<file path="src/rtl/riscv_proc_div_issue_if.sv">
// Request/response bundle between the divide issue controller and the iterative divider.
// Request: a transfer happens on a cycle where div_val & div_rdy are both high; while div_val=1 and
// div_rdy=0 the payload is held stable. Response: div_result_val is a single-cycle pulse with no ready.
interface riscv_proc_div_issue_if #(
    parameter int W = 64
);
    logic         div_val;
    logic         div_rdy;
    logic [2:0]   div_fn;
    logic [4:0]   div_waddr;
    logic [W-1:0] div_rs1;
    logic [W-1:0] div_rs2;
    logic         div_result_val;
    logic [4:0]   div_result_tag;
    logic [W-1:0] div_result_bits;

    modport master (
        output div_val, div_fn, div_waddr, div_rs1, div_rs2,
        input  div_rdy, div_result_val, div_result_tag, div_result_bits
    );

    modport slave (
        input  div_val, div_fn, div_waddr, div_rs1, div_rs2,
        output div_rdy, div_result_val, div_result_tag, div_result_bits
    );
endinterface

</file>
<file path="src/rtl/riscv_proc_div_issue.sv">
// Divide issue controller: request issue, pending-register scoreboard, writeback arbitration.
// Optional macro DIV_ISSUE_BYPASS_EN writes a result back in its arrival cycle when the port is free.
module riscv_proc_div_issue #(
    parameter int W          = 64,
    parameter int STARVE_MAX = 4
) (
    input  logic                          clk,
    input  logic                          reset,
    input  logic                          dec_val,
    input  logic                          dec_div_val,
    input  logic [2:0]                    dec_div_fn,
    input  logic [4:0]                    dec_waddr,
    input  logic                          dec_wen,
    input  logic [4:0]                    dec_raddr1,
    input  logic [4:0]                    dec_raddr2,
    input  logic                          dec_ren1,
    input  logic                          dec_ren2,
    input  logic [W-1:0]                  dec_rs1_data,
    input  logic [W-1:0]                  dec_rs2_data,
    output logic                          dec_stall,
    riscv_proc_div_issue_if.master        div,
    input  logic                          wb_pipe_val,
    output logic                          lw_wb_val,
    output logic [4:0]                    lw_wb_waddr,
    output logic [W-1:0]                  lw_wb_data,
    output logic                          proto_err
);
    localparam int CW = $clog2(STARVE_MAX + 1) + 1;

    logic         req_val_q, req_val_d;
    logic         outstanding_q, outstanding_d;
    logic         hold_val_q, hold_val_d;
    logic [4:0]   hold_tag_q, hold_tag_d;
    logic [W-1:0] hold_data_q, hold_data_d;
    logic [2:0]   fn_q, fn_d;
    logic [4:0]   waddr_q, waddr_d;
    logic [W-1:0] rs1_q, rs1_d;
    logic [W-1:0] rs2_q, rs2_d;
    logic [31:0]  sb_q, sb_d;
    logic [CW-1:0] starve_cnt_q, starve_cnt_d;
    logic         proto_err_q, proto_err_d;

    logic         busy, starve, raw, waw, accept, fire, result_ok, bypass, hold_drain;
    logic [31:0]  sb_eff;

    assign busy      = req_val_q | outstanding_q | hold_val_q;
    assign starve    = (starve_cnt_q >= CW'(STARVE_MAX));
    assign fire      = req_val_q & div.div_rdy;
    // A result is only legal when exactly one is expected and the hold slot is free.
    assign result_ok = div.div_result_val & outstanding_q & ~hold_val_q;

`ifdef DIV_ISSUE_BYPASS_EN
    assign bypass = result_ok & ~wb_pipe_val;
`else
    assign bypass = 1'b0;
`endif

    always_comb begin
        lw_wb_val   = 1'b0;
        lw_wb_waddr = hold_tag_q;
        lw_wb_data  = hold_data_q;
        if (bypass) begin
            lw_wb_val   = (div.div_result_tag != 5'd0);
            lw_wb_waddr = div.div_result_tag;
            lw_wb_data  = div.div_result_bits;
        end else begin
            lw_wb_val   = hold_val_q & ~wb_pipe_val & (hold_tag_q != 5'd0);
        end
    end

    // A zero-tag result is discarded, so it leaves the hold slot regardless of the pipeline.
    assign hold_drain = hold_val_q & ((hold_tag_q == 5'd0) | ~wb_pipe_val);

    always_comb begin
        sb_eff = sb_q;
`ifdef DIV_ISSUE_BYPASS_EN
        if (lw_wb_val) sb_eff[lw_wb_waddr] = 1'b0;
`endif
    end

    assign raw       = (dec_ren1 & (dec_raddr1 != 5'd0) & sb_eff[dec_raddr1])
                     | (dec_ren2 & (dec_raddr2 != 5'd0) & sb_eff[dec_raddr2]);
    assign waw       = dec_wen & (dec_waddr != 5'd0) & sb_eff[dec_waddr];
    assign dec_stall = (dec_val & (raw | waw | (dec_div_val & busy))) | starve;
    assign accept    = dec_val & dec_div_val & ~dec_stall;

    always_comb begin
        req_val_d     = req_val_q;
        outstanding_d = outstanding_q;
        hold_val_d    = hold_val_q;
        hold_tag_d    = hold_tag_q;
        hold_data_d   = hold_data_q;
        fn_d          = fn_q;
        waddr_d       = waddr_q;
        rs1_d         = rs1_q;
        rs2_d         = rs2_q;
        sb_d          = sb_q;
        starve_cnt_d  = '0;
        proto_err_d   = proto_err_q | (div.div_result_val & (~outstanding_q | hold_val_q));

        if (accept) begin
            req_val_d = 1'b1;
            fn_d      = dec_div_fn;
            waddr_d   = dec_waddr;
            rs1_d     = dec_rs1_data;
            rs2_d     = dec_rs2_data;
        end else if (fire) begin
            req_val_d = 1'b0;
        end

        if (fire)      outstanding_d = 1'b1;
        if (result_ok) outstanding_d = 1'b0;

        if (hold_drain) hold_val_d = 1'b0;
        if (result_ok && !bypass) begin
            hold_val_d  = 1'b1;
            hold_tag_d  = div.div_result_tag;
            hold_data_d = div.div_result_bits;
        end

        // Clear before set so a same-cycle collision leaves the bit pending.
        if (lw_wb_val) sb_d[lw_wb_waddr] = 1'b0;
        if (accept && dec_waddr != 5'd0) sb_d[dec_waddr] = 1'b1;

        if (hold_val_q && wb_pipe_val) begin
            starve_cnt_d = starve ? starve_cnt_q : starve_cnt_q + CW'(1);
        end
    end

    always_ff @(posedge clk) begin
        if (reset) begin
            req_val_q     <= 1'b0;
            outstanding_q <= 1'b0;
            hold_val_q    <= 1'b0;
            hold_tag_q    <= '0;
            hold_data_q   <= '0;
            fn_q          <= '0;
            waddr_q       <= '0;
            rs1_q         <= '0;
            rs2_q         <= '0;
            sb_q          <= '0;
            starve_cnt_q  <= '0;
            proto_err_q   <= 1'b0;
        end else begin
            req_val_q     <= req_val_d;
            outstanding_q <= outstanding_d;
            hold_val_q    <= hold_val_d;
            hold_tag_q    <= hold_tag_d;
            hold_data_q   <= hold_data_d;
            fn_q          <= fn_d;
            waddr_q       <= waddr_d;
            rs1_q         <= rs1_d;
            rs2_q         <= rs2_d;
            sb_q          <= sb_d;
            starve_cnt_q  <= starve_cnt_d;
            proto_err_q   <= proto_err_d;
        end
    end

    assign div.div_val   = req_val_q;
    assign div.div_fn    = fn_q;
    assign div.div_waddr = waddr_q;
    assign div.div_rs1   = rs1_q;
    assign div.div_rs2   = rs2_q;
    assign proto_err     = proto_err_q;
endmodule

</file>
<file path="src/flat_wrapper.sv">
// flat-port wrapper written by rule: the top's interface ports become plain ports
module riscv_proc_div_issue_flat 
#(
    parameter int W          = 64,
    parameter int STARVE_MAX = 4
)
  (clk, reset, dec_val, dec_div_val, dec_div_fn, dec_waddr, dec_wen, dec_raddr1, dec_raddr2, dec_ren1, dec_ren2, dec_rs1_data, dec_rs2_data, dec_stall, wb_pipe_val, lw_wb_val, lw_wb_waddr, lw_wb_data, proto_err, div_div_val, div_div_fn, div_div_waddr, div_div_rs1, div_div_rs2, div_div_rdy, div_div_result_val, div_div_result_tag, div_div_result_bits);
  riscv_proc_div_issue_if #(.W(W)) div_i ();
  input  logic clk;
  input  logic reset;
  input  logic dec_val;
  input  logic dec_div_val;
  input  logic [2:0] dec_div_fn;
  input  logic [4:0] dec_waddr;
  input  logic dec_wen;
  input  logic [4:0] dec_raddr1;
  input  logic [4:0] dec_raddr2;
  input  logic dec_ren1;
  input  logic dec_ren2;
  input  logic [W-1:0] dec_rs1_data;
  input  logic [W-1:0] dec_rs2_data;
  output logic dec_stall;
  input  logic wb_pipe_val;
  output logic lw_wb_val;
  output logic [4:0] lw_wb_waddr;
  output logic [W-1:0] lw_wb_data;
  output logic proto_err;
  output wire logic [$bits(div_i.div_val)-1:0] div_div_val;
  output wire logic [$bits(div_i.div_fn)-1:0] div_div_fn;
  output wire logic [$bits(div_i.div_waddr)-1:0] div_div_waddr;
  output wire logic [$bits(div_i.div_rs1)-1:0] div_div_rs1;
  output wire logic [$bits(div_i.div_rs2)-1:0] div_div_rs2;
  input wire logic [$bits(div_i.div_rdy)-1:0] div_div_rdy;
  input wire logic [$bits(div_i.div_result_val)-1:0] div_div_result_val;
  input wire logic [$bits(div_i.div_result_tag)-1:0] div_div_result_tag;
  input wire logic [$bits(div_i.div_result_bits)-1:0] div_div_result_bits;
  assign div_div_val = div_i.div_val;
  assign div_div_fn = div_i.div_fn;
  assign div_div_waddr = div_i.div_waddr;
  assign div_div_rs1 = div_i.div_rs1;
  assign div_div_rs2 = div_i.div_rs2;
  assign div_i.div_rdy = div_div_rdy;
  assign div_i.div_result_val = div_div_result_val;
  assign div_i.div_result_tag = div_div_result_tag;
  assign div_i.div_result_bits = div_div_result_bits;
  riscv_proc_div_issue #(.W(W), .STARVE_MAX(STARVE_MAX)) u_core (.clk(clk), .reset(reset), .dec_val(dec_val), .dec_div_val(dec_div_val), .dec_div_fn(dec_div_fn), .dec_waddr(dec_waddr), .dec_wen(dec_wen), .dec_raddr1(dec_raddr1), .dec_raddr2(dec_raddr2), .dec_ren1(dec_ren1), .dec_ren2(dec_ren2), .dec_rs1_data(dec_rs1_data), .dec_rs2_data(dec_rs2_data), .dec_stall(dec_stall), .div(div_i), .wb_pipe_val(wb_pipe_val), .lw_wb_val(lw_wb_val), .lw_wb_waddr(lw_wb_waddr), .lw_wb_data(lw_wb_data), .proto_err(proto_err));
endmodule
</file>
<file path="config.mk">
export PLATFORM = sky130hd
export DESIGN_NAME = riscv_proc_div_issue_flat
export DESIGN_NICKNAME = d
export VERILOG_FILES = /design/src/rtl/riscv_proc_div_issue_if.sv /design/src/rtl/riscv_proc_div_issue.sv /design/src/flat_wrapper.sv
export SDC_FILE = /design/constraint.sdc
export NUM_CORES = 1
export LEC_CHECK = 0
export CORE_AREA = 2 2 170 172
export DETAILED_ROUTE_END_ITERATION = 7
export DIE_AREA = 0 0 172 174
export GPL_TIMING_DRIVEN = 1
export HOLD_SLACK_MARGIN = 0.05
export PLACE_DENSITY = 0.7
export SYNTH_ARGS = -nofsm -noshare
export SYNTH_HDL_FRONTEND = slang
export SYNTH_SLANG_ARGS = --single-unit
</file>
<file path="constraint.sdc">
create_clock -name clk -period 4.7 [get_ports clk]
set_clock_uncertainty 0.2 [all_clocks]
set_input_delay 0.94 -clock clk [delete_from_list [all_inputs] [get_ports clk]]
set_output_delay 0.94 -clock clk [all_outputs]
set_load 0.05 [all_outputs]
</file>
* Word level (Yosys, flattened, before mapping)
Index checks and enable logic that the tools add are counted.
** Operators by class
- Shift operators :: 0
- Add/sub/neg operators :: 1
- $mul :: 0
- Bitwise gates (word level) :: 34
- Reductions and logical operators :: 13
- Multiplexer cells :: 16
- Magnitude comparators :: 7
- Div/mod/pow operators :: 0
- Eq/ne operators :: 0
** Operator list (count)
- $mux 32 :: 2
- $and 32x32->32 :: 1
- $not 32->32 :: 1
- $or 32x32->32 :: 1
- $lt 5x6->1 const B :: 4
- $reduce_bool 5->1 :: 4
- $and 1x1->1 :: 17
- $bmux 1 s5 :: 3
- $demux 1 s5 :: 2
- $ge 5x1->1 const B :: 2
- $mux 1 :: 9
- $or 1x1->1 :: 9
- $logic_not 5->1 :: 1
- $not 1->1 :: 5
- $add 4x1->4 const B :: 1
- $ge 4x3->1 const B :: 1
- $logic_and 1x1->1 :: 4
- $reduce_bool 2->1 :: 2
- $reduce_or 2->1 :: 2
** Storage, ports and cells
- RAM bits :: 0
- Bits in read-only memories :: 0
- Flip-flop bits (word level) :: 245
- Bits in latches :: 0
- Memories kept :: 0
- Output and inout port bits :: 209

* Longest topological paths before layout
Gate-level depths: netlist (run 1).
- Word-level depth :: 12
- Depth in mapped cells :: 11
- Mapped depth without buffers :: 7

* Least setup slack after synthesis (run 1)
Ideal clock, no wire load.
- Kind :: input to output
- Start point :: input dec_raddr2[0]
- End point :: output dec_stall
- Arrival :: 2.885 ns
- Stages on the path :: 8
- Data required time :: 3.560 ns
- Path slack :: 0.675 ns
- Cell sequence :: buf_4 -> mux4_2 -> mux2_2 -> nor3b_1 -> a311oi_1 -> a32oi_2 -> nand3_1 -> a211o_1
** Between the ends
- Longest elaborated chain between the ends :: 8
- Elaborated cells between the ends (all ways) :: 10
** RTL lines
- from (decl) :: line flat_wrapper.sv:17 : input logic [4:0] dec_raddr2;
- $bmux 1 s5 or $reduce_bool 5->1 (tied branches) :: line riscv_proc_div_issue.sv:82 : | (dec_ren2 & (dec_raddr2 != 5'd0) & sb_eff[dec_raddr2]);
- $mux 1 (implied by the code) or $and 1x1->1 (tied branches) :: line riscv_proc_div_issue.sv:82
- $and 1x1->1 * :: line riscv_proc_div_issue.sv:82
- $or 1x1->1 * :: line riscv_proc_div_issue.sv:82
- $or 1x1->1 * (2 in series) :: line riscv_proc_div_issue.sv:84 : assign dec_stall = (dec_val & (raw | waw | (dec_div_val & busy))) | starve;
- $and 1x1->1 * :: line riscv_proc_div_issue.sv:84
- $or 1x1->1 * :: line riscv_proc_div_issue.sv:84
- to (decl) :: line flat_wrapper.sv:22 : output logic dec_stall;
Every way passes the cells marked *; elsewhere a longest branch is shown, timed or not. The select of a mux whose other input is x is not followed.

* Worst setup path after layout (run 1)
- Start point :: input dec_raddr1[0]
- End point :: output dec_stall
** Between the ends
- Longest elaborated chain between the ends :: 8
- Elaborated cells between the ends (all ways) :: 10
** RTL lines
- from (decl) :: line flat_wrapper.sv:16 : input logic [4:0] dec_raddr1;
- $bmux 1 s5 or $reduce_bool 5->1 (tied branches) :: line riscv_proc_div_issue.sv:81 : assign raw = (dec_ren1 & (dec_raddr1 != 5'd0) & sb_eff[dec_raddr1])
- $mux 1 (implied by the code) or $and 1x1->1 (tied branches) :: line riscv_proc_div_issue.sv:81
- $and 1x1->1 * :: line riscv_proc_div_issue.sv:81
- $or 1x1->1 * :: line riscv_proc_div_issue.sv:82
- $or 1x1->1 * (2 in series) :: line riscv_proc_div_issue.sv:84
- $and 1x1->1 * :: line riscv_proc_div_issue.sv:84
- $or 1x1->1 * :: line riscv_proc_div_issue.sv:84
Marked as above.

==> reports/qor.txt, run 1 <==
Most used DFF post-synth: dfxtp_1
crit-path cells: clkdlybuf4s50_1, buf_4, mux4_2, mux2i_1, o2111ai_1, nand4_1, nand3_1, a211o_1, buf_4
Logic pwr share: 0.171
most common cell in the netlist: nand2_1
syn_nets: 1,255
sequential-to-total area share from yosys stat: 0.487
Max transition margin: 0.344
Slew Viols, Final: 0
Synth Area in Compound Gates: 0.112
drt drc: 0
Worst-Skew Late Latency: 0.53 ns
Setup WS post-layout: 0.165 ns
Clock transition at path regs: 0.06 ns
total wire length: 32.4 mm
Final Hold Viols: 0
Chip Width: 172 µm
setup violators final: 0
WP data required: 3.56 ns
Net Sw Frac: 0.268
number of synthesized flops with an enable pin: 0
run status: complete, no violations
vias in the first global route: 8,941
maxcap violations: 0
YS warnings: 0
Critical-path top delay cell: clkdlybuf4s50_1
largest area contributor in the netlist: dfxtp_1
CP max FO: 9
Layout Cell Area excl Fill: 15,600 µm²
pre-CTS setup slack: -0.0345 ns
Synth Area in Simple Gates: 0.156
VDD IR-drop max: 216 µV
Setup Crit Path Kind: input port to output port
first-pass GRT wire length: 48.7 mm
GRT Total Usage: 0.206
worst hold path class: flip-flop to flip-flop
Detail Route Antenna Nets: 0
Area after DPL: 14,700 µm²
Pwr per Cell Area: 332 nW/µm²
die area: 29,900 µm²
IO Count: 434
layout cell share with drive strength beyond 1: 0.0623
Adder-Cell Fraction of Synth Area: 0.00124
initial detailed-routing violation count: 515
initial antenna violation count: 2
CTS sink cnt: 245
gr ovfl total: 0
post-synth top area share: 0.487
cell mode on critical path: buf_4
largest net degree at the start of global routing: 206
actual slew at the worst max-slew pin: 0.984 ns
critical path data arrival time: 3.40 ns
Post-Synth XOR/XNOR Area: 0.000870
First-pass DRT Iterations: 5
gpl congestion: 0.982
largest family of logic cells by synthesized area: multiplexers
unrepaired setup endpoints after global routing: false
DR vias: 9,181
Net Sw Power: 1.38 mW
Mapped Area: 10,100 µm²
Synth area leaders: dfxtp_1 (49%), mux2i_1 (16%), nand2_1 (11%)
syn_area_per_cell: 9.78 µm²
setup TNS: 0 ns
WL per Instance: 17.7 µm
Internal: 3.78 mW
Layout Nets: 1,654
synth cell count leaders: nand2_1 (293), dfxtp_1 (245), mux2i_1 (162)
top achievable clock speed: 220 MHz
Clock Tree Root: clkbuf_16
initial core utilization: 0.356
power share of the clock group: 0.405
die height: 174 µm
Tot Pwr: 5.16 mW
Netlist cell types: 43
routed vias/inst: 5.02
Startpoint Class: input port
endpoint class of the critical path: output port
Synth-to-Final Area Change: 54.7%
CORE AREA: 28,200 µm²
ys async rst share: 0
Synth Instances: 1,029
mux contribution to synthesized area: 0.192
PortBufs: 433
min Tclk post-route: 4.54 ns
CTS Buf Count: 27
post-synthesis register bit count: 245
HPWL after DPL: 23.9 mm
final period utilization: 0.965
placement row count: 62
slowest stage delay, CP: 0.55 ns
Seq pwr share: 0.424
Max Root-Sink Buffers: 3
static leakage: 5.71 nW
TritonCTS clock tree: built
H-tree depth: 1
[registers in the layout (all words and copies together), names as in the netlist, 3 cells and up]
register and cells:
u_core.div.div_fn 3, u_core.div.div_rs1 64, u_core.div.div_rs2 64, u_core.div.div_waddr 5, u_core.lw_wb_data 64, u_core.lw_wb_waddr 5
u_core.sb_eff 32, u_core.starve_cnt_q 4
[layout make-up]
cell class	count	area, µm²
well taps	384	480
repair buffers	456	4610
diodes	1	2.50
flip-flops and latches	245	4900
clock buffers	36	759
multi-input cells	695	4680
fillers	2579	12700
inverters	3	18.8
clock inverters	10	119
[critical path: cells and delay by family]
family	cells	cell delay (ns)
compound gates	2	0.43
buf+inv	3	0.99
mux	2	0.67
simple gates	2	0.36
[per-stage QoR]
| step | utilization | cells | hold WS [ns] |
|---|---|---|---|
| detailed placement | 0.520 | 1782 | 0.246 |
| finish | 0.551 | 1830 | 0.254 |
| floorplan | - | 1029 | 0.253 |
| CTS | 0.551 | 1829 | 0.256 |
| global route | 0.551 | 1829 | 0.271 |
| global placement | 0.520 | 1782 | 0.241 |
[layer usage]
metal	vias to the layer above	wire (µm)	GRT usage
met3	71	3660	0.0754
met2	433	15400	0.354
met1	4258	12400	0.235
met5	-	13	0
li1	4417	-	-
met4	2	939	0.0658
[cells by family (layout without fill, tap and decap cells)]
family	count (synthesis)	after routing
AO/OA/AOI/OAI	141	141
AND/OR/NAND/NOR	375	375
flip-flops	245	245
adder cells (fa/ha/maj)	1	1
other	0	1
buffers and inverters	89	505
XOR/XNOR	1	1
multiplexers	177	177
[worst paths after layout]
check | from | endpoint | slack (ns) | depth (start not counted)
min | u_core.div.div_rs2[55] | u_core.div.div_rs2[55] | 0.25 | 2
max reg2reg | u_core.sb_eff[23] | u_core.div.div_rs1[57] | 1.67 | 9
max | dec_raddr1[0] | dec_stall | 0.16 | 9
min reg2reg | u_core.div.div_rs2[55] | u_core.div.div_rs2[55] | 0.25 | 2
[power groups by stage]
stage	clock [mW]	combinational, mW	sequential, mW
2_1_floorplan	0	0.255	2.47
3_3_place_gp	0	0.881	2.23
3_5_place_dp	0	0.887	2.24
4_1_cts	2.15	0.890	2.19
5_1_grt	2.24	0.931	2.20
6_report	2.09	0.883	2.19
[cells in the final DEF (no fill, tap or decap), types with 4 or more instances in the layout]
master,n
nand3_1,27
or3_1,4
a22o_1,69
nor3b_1,4
nor2b_1,4
or2_2,4
dfxtp_1,245
nand3b_1,11
clkbuf_1,4
mux2i_1,162
nand2_1,293
clkbuf_8,5
o211ai_1,12
o22ai_1,10
clkdlybuf4s50_1,428
buf_4,16
nor2_1,11
clkbuf_16,27
mux4_2,13
o31ai_1,31
a21oi_1,6
buf_12,8
[what timing repair did]
item / 4_1_cts / 5_1_grt
buffers inserted: 1 / 0
pin swaps: 1 / 0
hold buffers: 0 / 0
gates resized for setup: 1 / 3
setup endpoints to repair: 1 / 1
(Power assumes the default switching activity.)
==> run 2: changes to the inputs <==
CTS_CLUSTER_SIZE = 8   (was not set)
==> reports/qor.txt, run 2 (same netlist as run 1, synthesis figures left out) <==
total wire length: 32.8 mm
WL per Instance: 17.9 µm
first-pass GRT wire length: 49.3 mm
die area: 29,900 µm²
GR Layer Usage met2: 0.357
Pwr per Cell Area: 342 nW/µm²
CORE AREA: 28,200 µm²
Tot Pwr: 5.35 mW
DR vias: 9,194
most frequent cells in the layout: clkdlybuf4s50_1 (429), nand2_1 (293), dfxtp_1 (245)
min Tclk post-route: 4.53 ns
gpl congestion: 0.982
M1 GR Usage: 0.235
endpoint class of the critical path: output port
CTS Buf Count: 36
most common cell after layout, fill and taps aside: clkdlybuf4s50_1
critical path data arrival time: 3.39 ns
Clock Tree Root: clkbuf_16
static leakage: 5.76 nW
gr ovfl total: 0
Max Root-Sink Buffers: 3
final period utilization: 0.964
WHS: 0.253 ns
Final Hold Viols: 0
R2R setup slack: 1.66 ns
setup violators final: 0
run status: complete, no violations
cell mode on critical path: buf_4
actual slew at the worst max-slew pin: 0.952 ns
Slew Viols, Final: 0
largest net degree at the start of global routing: 206
met3 Use GR: 0.0767
Setup Crit Path Kind: input port to output port
Startpoint Class: input port
Chip Width: 172 µm
First-pass DRT Iterations: 5
Worst-Skew Late Latency: 0.50 ns
Setup WS post-layout: 0.169 ns
CTS sink cnt: 245
reg2reg end: u_core.div.div_rs1[57]
initial core utilization: 0.356
worst hold path class: flip-flop to flip-flop
GRT Total Usage: 0.209
reg-to-reg startpoint: u_core.sb_eff[23]
initial antenna violation count: 3
HPWL after DPL: 23.9 mm
slowest stage delay, CP: 0.55 ns
crit-path cells: clkdlybuf4s50_1, buf_4, mux4_2, mux2i_1, o2111ai_1, nand4_1, nand3_1, a211o_1, buf_4
VDD IR-drop max: 239 µV
Detail Route Antenna Nets: 0
Synth-to-Final Area Change: 55.6%
Max transition margin: 0.365
pre-CTS setup slack: -0.0345 ns
hold path depth: 2
drt drc: 0
IO Count: 434
routed vias/inst: 5.04
unrepaired setup endpoints after global routing: false
Post-Layout Cell Count: 1,826
die height: 174 µm
Clock transition at path regs: 0.05 ns
hold path startpoint: u_core.div.div_rs2[55]
layout cell share with drive strength beyond 1: 0.0618
hold_buf cts: 0
placement row count: 62
Layout Nets: 1,663
Critical-path top delay cell: clkdlybuf4s50_1
Cells after DPL: 1,782
Hold Path End: u_core.div.div_rs2[55]
TritonCTS clock tree: built
vias in the first global route: 9,062
initial detailed-routing violation count: 461
PortBufs: 433
WP data required: 3.56 ns
maxcap violations: 0
GRT busiest layer: met2
top achievable clock speed: 221 MHz
setup TNS: 0 ns
worst r2r path cells: 9
H-tree depth: 2
CP max FO: 9
run 2: changes by cell type in the layout (fill, tap and decap cells not counted), sizes merged:
cell	change
clkbuf	+3
clkinv	-3
clkinvlp	-3
bufinv	-2
clkdlybuf4s50	+1
diode	+1
dlymetal6s2s	-1
run 2: routing by layer:
| metal | part of all wire | routed length [µm] |
|---|---|---|
| met5 | 0.00040 | 13 |
| met4 | 0.034 | 1110 |
| met3 | 0.11 | 3450 |
| met2 | 0.48 | 15600 |
| met1 | 0.38 | 12500 |
run 2: final cells by class:
| cell class | count | area, µm² |
|---|---|---|
| Fill cell | 2565 | 12600 |
| Tap cell | 384 | 480 |
| Inverter | 3 | 18.8 |
| Sequential cell | 245 | 4900 |
| Clock buffer | 39 | 943 |
| Antenna cell | 2 | 5.00 |
| Clock inverter | 2 | 17.5 |
| Multi-Input combinational cell | 695 | 4680 |
| Timing Repair Buffer | 456 | 4610 |
run 2: timing repair:
item	4_1_cts	5_1_grt
setup buffers	1	0
pin swaps	1	0
cloned	0	0
setup endpoints to repair	1	1
gates resized for setup	1	3
run 2: power by group:
group	total, mW	internal (mW)	switching (mW)
clock	2.27	1.40	0.872
combinational	0.884	0.391	0.494
sequential	2.20	2.16	0.0406
total	5.35	3.95	1.41
run 2: stage by stage:
stage | util | instance area [µm²]
3_5_place_dp | 0.520 | 14700
6_report | 0.555 | 15700
3_3_place_gp | 0.520 | 14700
4_1_cts | 0.554 | 15600
5_1_grt | 0.555 | 15700
2_1_floorplan | - | 10100
run 2: critical path: cells and delay by family:
kind                   cells  cell delay (ns)
muxes                      2             0.67
AOI/OAI and AO/OA          2             0.43
buffers and inverters      3             0.99
and+or+nand+nor            2             0.35
run 2: worst max-delay path by stage:
stage	endpoint	slack, ns	from	cells past startpoint
2_1_floorplan	dec_stall	0.68	dec_raddr2[0]	8
6_report	dec_stall	0.17	dec_raddr1[0]	9
3_5_place_dp	dec_stall	-0.03	dec_raddr2[0]	10
4_1_cts	dec_stall	0.14	dec_waddr[4]	9
3_3_place_gp	dec_stall	0.02	dec_raddr2[0]	9
5_1_grt	dec_stall	0.007	dec_waddr[1]	10
==> run 3: changes to the inputs <==
REMOVE_ABC_BUFFERS = 1   (was not set)
==> reports/qor.txt, run 3 (same netlist as run 1, synthesis figures left out) <==
Synth-to-Final Area Change: 55.9%
Final Hold Viols: 0
Cells after DPL: 1,787
crit-path cells: clkdlybuf4s50_1, mux4_2, mux2i_1, o2111ai_1, nand4_1, nand3_1, a211o_1, buf_4
placement row count: 62
initial core utilization: 0.356
final period utilization: 0.970
layout cell share with drive strength beyond 1: 0.0637
Reg area: 4900 µm²
Layout Nets: 1,667
Setup Crit Path Kind: input port to output port
largest net degree at the start of global routing: 160
slowest stage delay, CP: 0.76 ns
unrepaired setup endpoints after global routing: false
Layout Cell Area excl Fill: 15,700 µm²
Clock Tree Root: clkbuf_16
most common cell after layout, fill and taps aside: clkdlybuf4s50_1
worst r2r path cells: 10
Critical-path top delay cell: clkdlybuf4s50_1
Hold Path End: u_core.div.div_rs2[51]
most frequent cells in the layout: clkdlybuf4s50_1 (430), nand2_1 (293), dfxtp_1 (245)
critical path data arrival time: 3.42 ns
VDD IR-drop max: 272 µV
Crit path max-delay family: buffers and inverters
reg2reg end: u_core.div.div_rs1[15]
Post-CTS Setup Inserts: 0
first-pass GRT wire length: 51.2 mm
hold path depth: 2
Detail Route Antenna Nets: 0
Worst-Skew Late Latency: 0.50 ns
CTS Buf Count: 36
CP max FO: 7
WP data required: 3.56 ns
top achievable clock speed: 219 MHz
endpoint class of the critical path: output port
vias in the first global route: 9,145
die height: 174 µm
Max Root-Sink Buffers: 3
WL per Instance: 18.2 µm
area of the multi-input gates: 4680 µm²
drt drc: 0
initial detailed-routing violation count: 481
run status: complete, no violations
Bufs and invs on worst path: 2
reg-to-reg startpoint: u_core.sb_eff[23]
First-pass DRT Iterations: 4
IO Count: 434
total wire length: 33.3 mm
actual slew at the worst max-slew pin: 0.772 ns
static leakage: 5.78 nW
CTS sink cnt: 245
gpl congestion: 0.893
Filler cells: 2,480
Pwr per Cell Area: 344 nW/µm²
Startpoint Class: input port
worst hold path class: flip-flop to flip-flop
Tot Pwr: 5.41 mW
HPWL after DPL: 24.3 mm
Clock transition at path regs: 0.05 ns
H-tree depth: 2
pre-CTS setup slack: 0.0602 ns
min Tclk post-route: 4.56 ns
Slew Viols, Final: 0
Setup WS post-layout: 0.139 ns
Post-Layout Cell Count: 1,830
PortBufs: 433
Area after DPL: 14,700 µm²
Max transition margin: 0.485
TritonCTS clock tree: built
setup TNS: 0 ns
Chip Width: 172 µm
R2R setup slack: 1.70 ns
GRT Total Usage: 0.218
die area: 29,900 µm²
maxcap violations: 0
initial antenna violation count: 1
DR vias: 8,910
routed vias/inst: 4.87
hold path startpoint: u_core.div.div_rs2[51]
CORE AREA: 28,200 µm²
setup violators final: 0
gr ovfl total: 0
## run 3: metal layers
layer | wire [µm] | part of all wire | track usage
met1 | 13800 | 0.41 | 0.263
met2 | 16700 | 0.50 | 0.380
met3 | 2230 | 0.067 | 0.0585
met4 | 654 | 0.020 | 0.0567
met5 | 0 | 0 | 0
## run 3: report_power, final
part           switching (mW)  internal, mW
combinational           0.497         0.393
sequential             0.0412          2.16
clock                   0.886          1.43
## run 3: area by class of cell
type / instances / share of cell area
Inverter: 3 / 0.00120
Antenna cell: 2 / 0.000319
Tap cell: 384 / 0.0306
Sequential cell: 245 / 0.312
Clock buffer: 40 / 0.0617
Timing Repair Buffer: 460 / 0.295
Clock inverter: 1 / 0.00104
Multi-Input combinational cell: 695 / 0.298
## run 3: metrics by stage
step            util  hold slack [ns]
2_1_floorplan      -            0.253
3_3_place_gp   0.521            0.240
3_5_place_dp   0.521            0.245
4_1_cts        0.556            0.254
5_1_grt        0.556            0.264
6_report       0.556            0.252
## run 3: timing repair
item,in CTS,in global routing
setup endpoints to repair,0,1
hold buffers,0,0
resized for setup,0,2
## run 3: worst register-to-register path, delay by kind of cell, from the launching register on
family          cells  cell delay [ns]
mux                 3             0.96
buf+inv             3             0.59
simple gates        2             0.48
flops               1             0.36
compound gates      2             0.33
## run 3: how the worst max path moves through the flow
stage                              from                    to  slack (ns)  cells after the start
after global placement    dec_raddr1[0]             dec_stall        0.15                      9
after global routing      dec_raddr1[0]             dec_stall      0.0004                      9
final                     dec_raddr1[0]             dec_stall        0.14                      8
after CTS                 dec_raddr2[0]             dec_stall        0.06                      9
after floorplan           dec_raddr2[0]  u_core.div.div_fn[0]       -2.73                      7
after detailed placement  dec_raddr2[0]             dec_stall        0.06                      9
